**src/rtl/if_stage.sv**
```systemverilog
// LEGv8 instruction-fetch stage: owns the PC, registers the fetched word into IF/ID,
// and redirects on a taken CBZ resolved from the instruction currently held in IF/ID.
module if_stage #(
    parameter int                  PC_WIDTH = 64,
    parameter logic [PC_WIDTH-1:0] RESET_PC = '0
) (
    input  logic                clk,
    input  logic                reset,
    input  logic                stall,
    input  logic                flush,
    input  logic                branch,
    input  logic                zero,
    output logic [PC_WIDTH-1:0] imem_addr,
    input  logic [31:0]         imem_rdata,
    output logic [PC_WIDTH-1:0] pc,
    output logic [31:0]         if_id_instr,
    output logic [PC_WIDTH-1:0] if_id_pc,
    output logic                if_id_valid,
    output logic [10:0]         opcode,
    output logic [31:0]         fetch_count
);

    // CBZ byte offset: imm19 sign-extended to the PC width, then scaled by 4.
    function automatic logic signed [PC_WIDTH-1:0] cbz_offset(input logic [31:0] instr);
        logic signed [18:0]         imm19;
        logic signed [PC_WIDTH-1:0] ext;
        imm19 = instr[23:5];
        ext   = PC_WIDTH'(imm19);
        return ext <<< 2;
    endfunction

    logic [PC_WIDTH-1:0] pc_plus4;
    logic [PC_WIDTH-1:0] branch_target;
    logic                taken;

    assign imem_addr     = pc;
    assign opcode        = if_id_instr[31:21];
    assign pc_plus4      = pc + PC_WIDTH'(4);
    assign branch_target = if_id_pc + $unsigned(cbz_offset(if_id_instr));
    // A bubble in IF/ID must never redirect, whatever ID decodes from the zero word.
    assign taken         = branch & zero & if_id_valid;

    always_ff @(posedge clk or posedge reset) begin
        if (reset) begin
            pc          <= RESET_PC;
            if_id_instr <= '0;
            if_id_pc    <= '0;
            if_id_valid <= 1'b0;
            fetch_count <= '0;
        end else if (taken) begin
            // Redirect outranks stall/flush; the wrong-path word on imem_rdata is dropped.
            pc          <= branch_target;
            if_id_instr <= '0;
            if_id_pc    <= '0;
            if_id_valid <= 1'b0;
        end else if (stall) begin
            if (flush) begin
                if_id_instr <= '0;
                if_id_valid <= 1'b0;
            end
        end else begin
            pc <= pc_plus4;
            if (flush) begin
                if_id_instr <= '0;
                if_id_pc    <= '0;
                if_id_valid <= 1'b0;
            end else begin
                if_id_instr <= imem_rdata;
                if_id_pc    <= pc;
                if_id_valid <= 1'b1;
                fetch_count <= fetch_count + 32'd1;
            end
        end
    end

endmodule

```
**config.mk**
```make
export PLATFORM = sky130hd
export DESIGN_NAME = if_stage
export DESIGN_NICKNAME = d
export VERILOG_FILES = /design/src/rtl/if_stage.sv
export SDC_FILE = /design/constraint.sdc
export NUM_CORES = 1
export LEC_CHECK = 0
export BUFFER_PORTS_ARGS = -buffer_cell sky130_fd_sc_hd__buf_4
export CAP_MARGIN = 20
export CELL_PAD_IN_SITES_DETAIL_PLACEMENT = 0
export CELL_PAD_IN_SITES_GLOBAL_PLACEMENT = 2
export CORE_MARGIN = 5
export CORE_UTILIZATION = 33
export DETAILED_ROUTE_END_ITERATION = 16
export MAX_ROUTING_LAYER = met4
export PLACE_DENSITY_LB_ADDON = 0.1
export SETUP_SLACK_MARGIN = 0.02
export SLEW_MARGIN = 20
export SYNTH_ARGS = -nofsm -noshare
export SYNTH_HDL_FRONTEND = slang
export SYNTH_SLANG_ARGS = --single-unit
```
**constraint.sdc**
```tcl
create_clock -name clk -period 7.6 [get_ports clk]
set_clock_uncertainty 0.15 [all_clocks]
set_input_delay 1.52 -clock clk [delete_from_list [all_inputs] [get_ports clk]]
set_output_delay 1.52 -clock clk [all_outputs]
set_load 0.01 [all_outputs]
```
Yosys cells after proc, flatten, opt, wreduce, memory -nomap -nowiden
Index checks and enable logic that the tools add are counted.
Word-level totals
  memory bits (read-only): 0
  output and inout bits: 268
  word-level logic and storage cells: 29
  input bits: 38
  register bits: 193
  bits in writable memories: 0
  latch bits: 0
  memories: 0
Cells by class
  reductions and logical operators: 1
  mux-type cells: 13
  equal/unequal tests: 2
  div/mod/pow operators: 0
  shifts and indexed selects: 0
  add/subtract/negate cells: 3
  $lt $le $gt $ge: 0
  bitwise gates (word level): 5
  multiply operators: 0
Operator list (count)
  $mux W64: 5
  $mux W32: 4
  $add A64 B3 Y64 const B: 1
  $add A64 B64 Y64: 1
  $add A32 B1 Y32 const B: 1
  $mux W1: 4
  $ne A3 B1 Y1 const B: 1
  $not A1 Y1: 3
  $reduce_and A3 Y1: 1
  $and A1 B1 Y1: 2
  $ne A2 B1 Y1 const B: 1

Longest topological paths before layout
  depth in word-level cells: 4
  mapped depth: 12
  gate-level depth less buffers: 12

Worst setup path after synthesis
No wires, ideal clock.
  path type: register to register
  start: register if_id_instr[23]
  end: register pc[62] (netlist: imem_addr[62])
  buffers on the path: 1
  setup time: 0.134 ns
  setup slack: 3.824 ns
  cell stages (with the launch flop): 13
  data required time: 7.316 ns
  data arrival time: 3.491 ns
  period minus slack after synthesis: 3.776 ns
  cell sequence: dfrtp_1 ha_1 buf_2 a21o_1 a21o_1 a31o_2 o31ai_1 nand2b_1 a32oi_1 a31oi_2 a311oi_1 xor2_1 o21ai_1
Between the ends
  longest elaborated chain between the ends: 2
Ends and longest elaborated chain
  start, declared: RTL line 16  | output logic [31:0] if_id_instr,
  start signal, assigned: RTL line 68  | if_id_instr <= imem_rdata;
  $add A64 B64 Y64: RTL line 39  | assign branch_target = if_id_pc + $unsigned(cbz_offset(if_id_instr));
  $mux W64: RTL line 50  | end else if (taken) begin
  end signal, assigned: RTL line 52  | pc <= branch_target;
  end signal, assigned: RTL line 62  | pc <= pc_plus4;
  end, declared: RTL line 15  | output logic [PC_WIDTH-1:0] pc,
Every way passes these cells.
A chain may end at the register's enable or synchronous reset.

Worst setup path in the final report
  start: register if_id_instr[23]
  end: register pc[63] (netlist: imem_addr[63])
Same word-level chain as after synthesis.

==> summary.md <==
| Metric | Value |
|---|---|
| Root Driver | clkbuf_16 |
| Total setup buffers inserted after CTS | 0 |
| Setup_tns | 0 ps |
| Wire per inst | 20.5 um |
| Clock tree buffer depth | 2 |
| Adder-Cell Fraction of Synth Area | 0.0655 |
| Area share of the largest cell type after synthesis | 0.391 |
| Register area | 4830 sq um |
| Synthesis Warnings | 0 |
| Number of flops mapped to enable cells by yosys | 0 |
| Tot Pwr | 3.64 mW |
| Hold Crit Start | fetch_count[31] |
| Hold Violations, Final | 0 |
| Detailed-route via count | 10492 |
| # placed instances | 1962 |
| Max_slew headroom | 0.308 |
| Clk Latency, worst-skew pair | 460 ps |
| Area contributors post-synth | dfrtp_1 39%, a22o_1 6.8%, ha_1 6.4% |
| Syn Inst Count | 1311 |
| First-pass GRT wire length | 63900 um |
| Area occupied by multi-input gates | 6660 sq um |
| Post-cts sizing count | 0 |
| Req. time, crit path | 7820 ps |
| Total track usage | 0.201 |
| Layout cells sized above 1 | 0.255 |
| Final WL | 40800 um |
| IO buf count | 305 |
| CP startpoint kind | register |
| Initial Util | 0.335 |
| Fin cells | 1994 |
| Pin count of the biggest net entering global routing | 125 |
| Synthesized cell area | 12300 sq um |
| FF-to-FF Start | if_id_instr[23] |
| Crit path largest cell delay | 580 ps |
| CP Class | register to register |
| RSZ-0062 raised after global routing | false |
| Final setup fails | 0 |
| Fmax | 259 MHz |
| Outcome | completed |
| Largest family of logic cells by synthesized area | compound AO/OA/AOI/OAI gates |
| FILL cells | 3704 |
| Top-count cell post-synth | dfrtp_1 |
| WP data arrival | 4090 ps |
| Placer Congestion | 0.845 |
| Final-stage net count | 1615 |
| Post-synthesis sequential area ratio | 0.391 |
| LEAKAGE | 7.32 nW |
| Slew @ Worst Pin | 1030 ps |
| Flops & latches, synth | 193 |
| Synth area leader | dfrtp_1 |
| Synthesized area per cell | 9.41 sq um |
| Area delta synth->final | 22.4% |
| Crit-path slowest cell | nor3_1 |
| Register clock-pin slew on the reported worst setup and hold paths | 80 ps |
| Chip Height | 203 um |
| Area post-placement | 14500 sq um |
| Core Area | 36800 sq um |
| Unique masters post-synth | 78 |
| CP endpoint kind | register |
| Final number of max-transition violations | 0 |
| XOR/XNOR share of the synthesized area | 0.101 |
| Most used DFF post-synth | dfrtp_1 |
| CTS tree | built |
| Final worst path period share | 0.508 |
| Clock sink total | 193 |
| Initial DRC Count | 583 |
| GRT overflow | 0 |
| Post-synthesis compound-gate area fraction | 0.203 |
| Die width | 203 um |
| Rows | 70 |
| Worst path cell trace | buf_4, ha_1, nand2_1, o21ai_1, a21oi_1, nor3_1, nand3_2, nand2_1, a21oi_4, o31ai_1, mux2_2, nor3_2 |
| Number of H-tree levels | 4 |
| Initial antenna violation count | 0 |
| Synth top cells by count | 193 x dfrtp_1, 129 x nand2_1, 96 x a22o_1 |
| HPWL after DPL | 30900 um |
| Synth Area in Simple Gates | 0.164 |
| Crit path max fanout | 47 |
| Worst Hold Class | register to register |
| Post-synth ARST share | 1.00 |
| Multiplexer area fraction after synthesis | 0.00507 |
| Total CTS buffers | 17 |
| Period minus WS final | 3860 ps |
| Worst vdd ir | 0.165 mV |
| Power per cell area | 241 nW/um^2 |
| Max cap viols | 0 |
| DR DRC count | 0 |
| Hold bufs inserted after CTS | 0 |
| Vias per inst | 5.26 |
| I/O Pins | 306 |
| Post-route ant nets | 0 |
| Design area | 15100 sq um |
| Die area | 41400 sq um |
| Diodes inserted | 0 |
| Crit path launch | if_id_instr[23] |
| CP dominant cell by count | nand2_1 |
| Vias in the first global route | 10266 |
| Syn nets | 1413 |
| Drt first pass iters | 5 |
-- sequential cells by signal, indices dropped and copies added, names as in the netlist --
name	count
imem_addr	64
fetch_count	32
if_id_valid	1
if_id_instr	32
if_id_pc	64
-- cell families (layout without fill, tap and decap cells) --
kind of cell	count (synthesis)	count (layout)
adder cells (fa/ha/maj)	64	64
AO/OA/AOI/OAI	351	351
flip-flops	193	193
AND/OR/NAND/NOR	401	401
XOR/XNOR	142	142
multiplexers	6	6
buffers and inverters	154	369
-- stage by stage --
stage | util | hold slack [ps] | worst slack, ps
after floorplan | - | 354 | 674
after global placement | 0.395 | 315 | 3560
after detailed placement | 0.395 | 320 | 3530
after CTS | 0.411 | 330 | 3640
after global routing | 0.411 | 342 | 3380
final | 0.411 | 327 | 3740
-- power breakdown --
group / internal, mW / switching [mW]
Clock: 0.468 / 0.454
Sequential: 1.19 / 0.323
Combinational: 0.596 / 0.612
Total: 2.26 / 1.39
-- per-layer routing --
metal / wire [um] / vias to the layer above / global-route usage
li1: - / 5084 / -
met1: 20100 / 5138 / 0.285
met2: 18700 / 251 / 0.309
met3: 1630 / 19 / 0.0259
met4: 422 / 0 / 0.0429
met5: 0 / - / -
-- final timing paths --
check	to	slack [ps]	depth (start not counted)
max in group asynchronous	if_id_instr[23]	4680	3
worst max-delay path	imem_addr[63]	3740	12
worst max register to register	imem_addr[63]	3740	12
worst min-delay path	fetch_count[31]	330	1
min in group asynchronous	fetch_count[29]	1110	2
worst min register to register	fetch_count[31]	330	1
-- critical path, delay by kind of cell (launching register included) --
| family | cells | cell delay, ps |
|---|---|---|
| flip-flops | 1 | 340 |
| adder cells (fa/ha/maj) | 1 | 370 |
| AND/OR/NAND/NOR | 5 | 1220 |
| buffers and inverters | 1 | 490 |
| multiplexers | 1 | 380 |
| AO/OA/AOI/OAI | 4 | 740 |
-- placed cells by master (no fill, tap or decap), types with 11 or more instances in the layout --
cell | Yosys | layout
dfrtp_1 | 193 | 192
xnor2_1 | 83 | 83
nor3_1 | 20 | 20
xor2_1 | 59 | 59
nor2_1 | 71 | 71
buf_4 | 75 | 313
inv_1 | 24 | 23
and3_1 | 19 | 18
nand3_1 | 57 | 56
clkbuf_16 | 0 | 17
a21oi_1 | 72 | 72
nand2_1 | 129 | 129
nand4_1 | 30 | 30
a21o_1 | 35 | 35
nand2b_1 | 11 | 11
o21ai_0 | 66 | 66
ha_1 | 63 | 63
a22o_1 | 96 | 96
-- cell type report --
type	count	share of cell area
Sequential cell	193	0.320
Timing Repair Buffer	313	0.156
Clock buffer	19	0.0287
Inverter	24	0.00646
Multi-Input combinational cell	964	0.441
Tap cell	468	0.0388
Clock inverter	13	0.00944
Power figures use the tool's default switching activity.
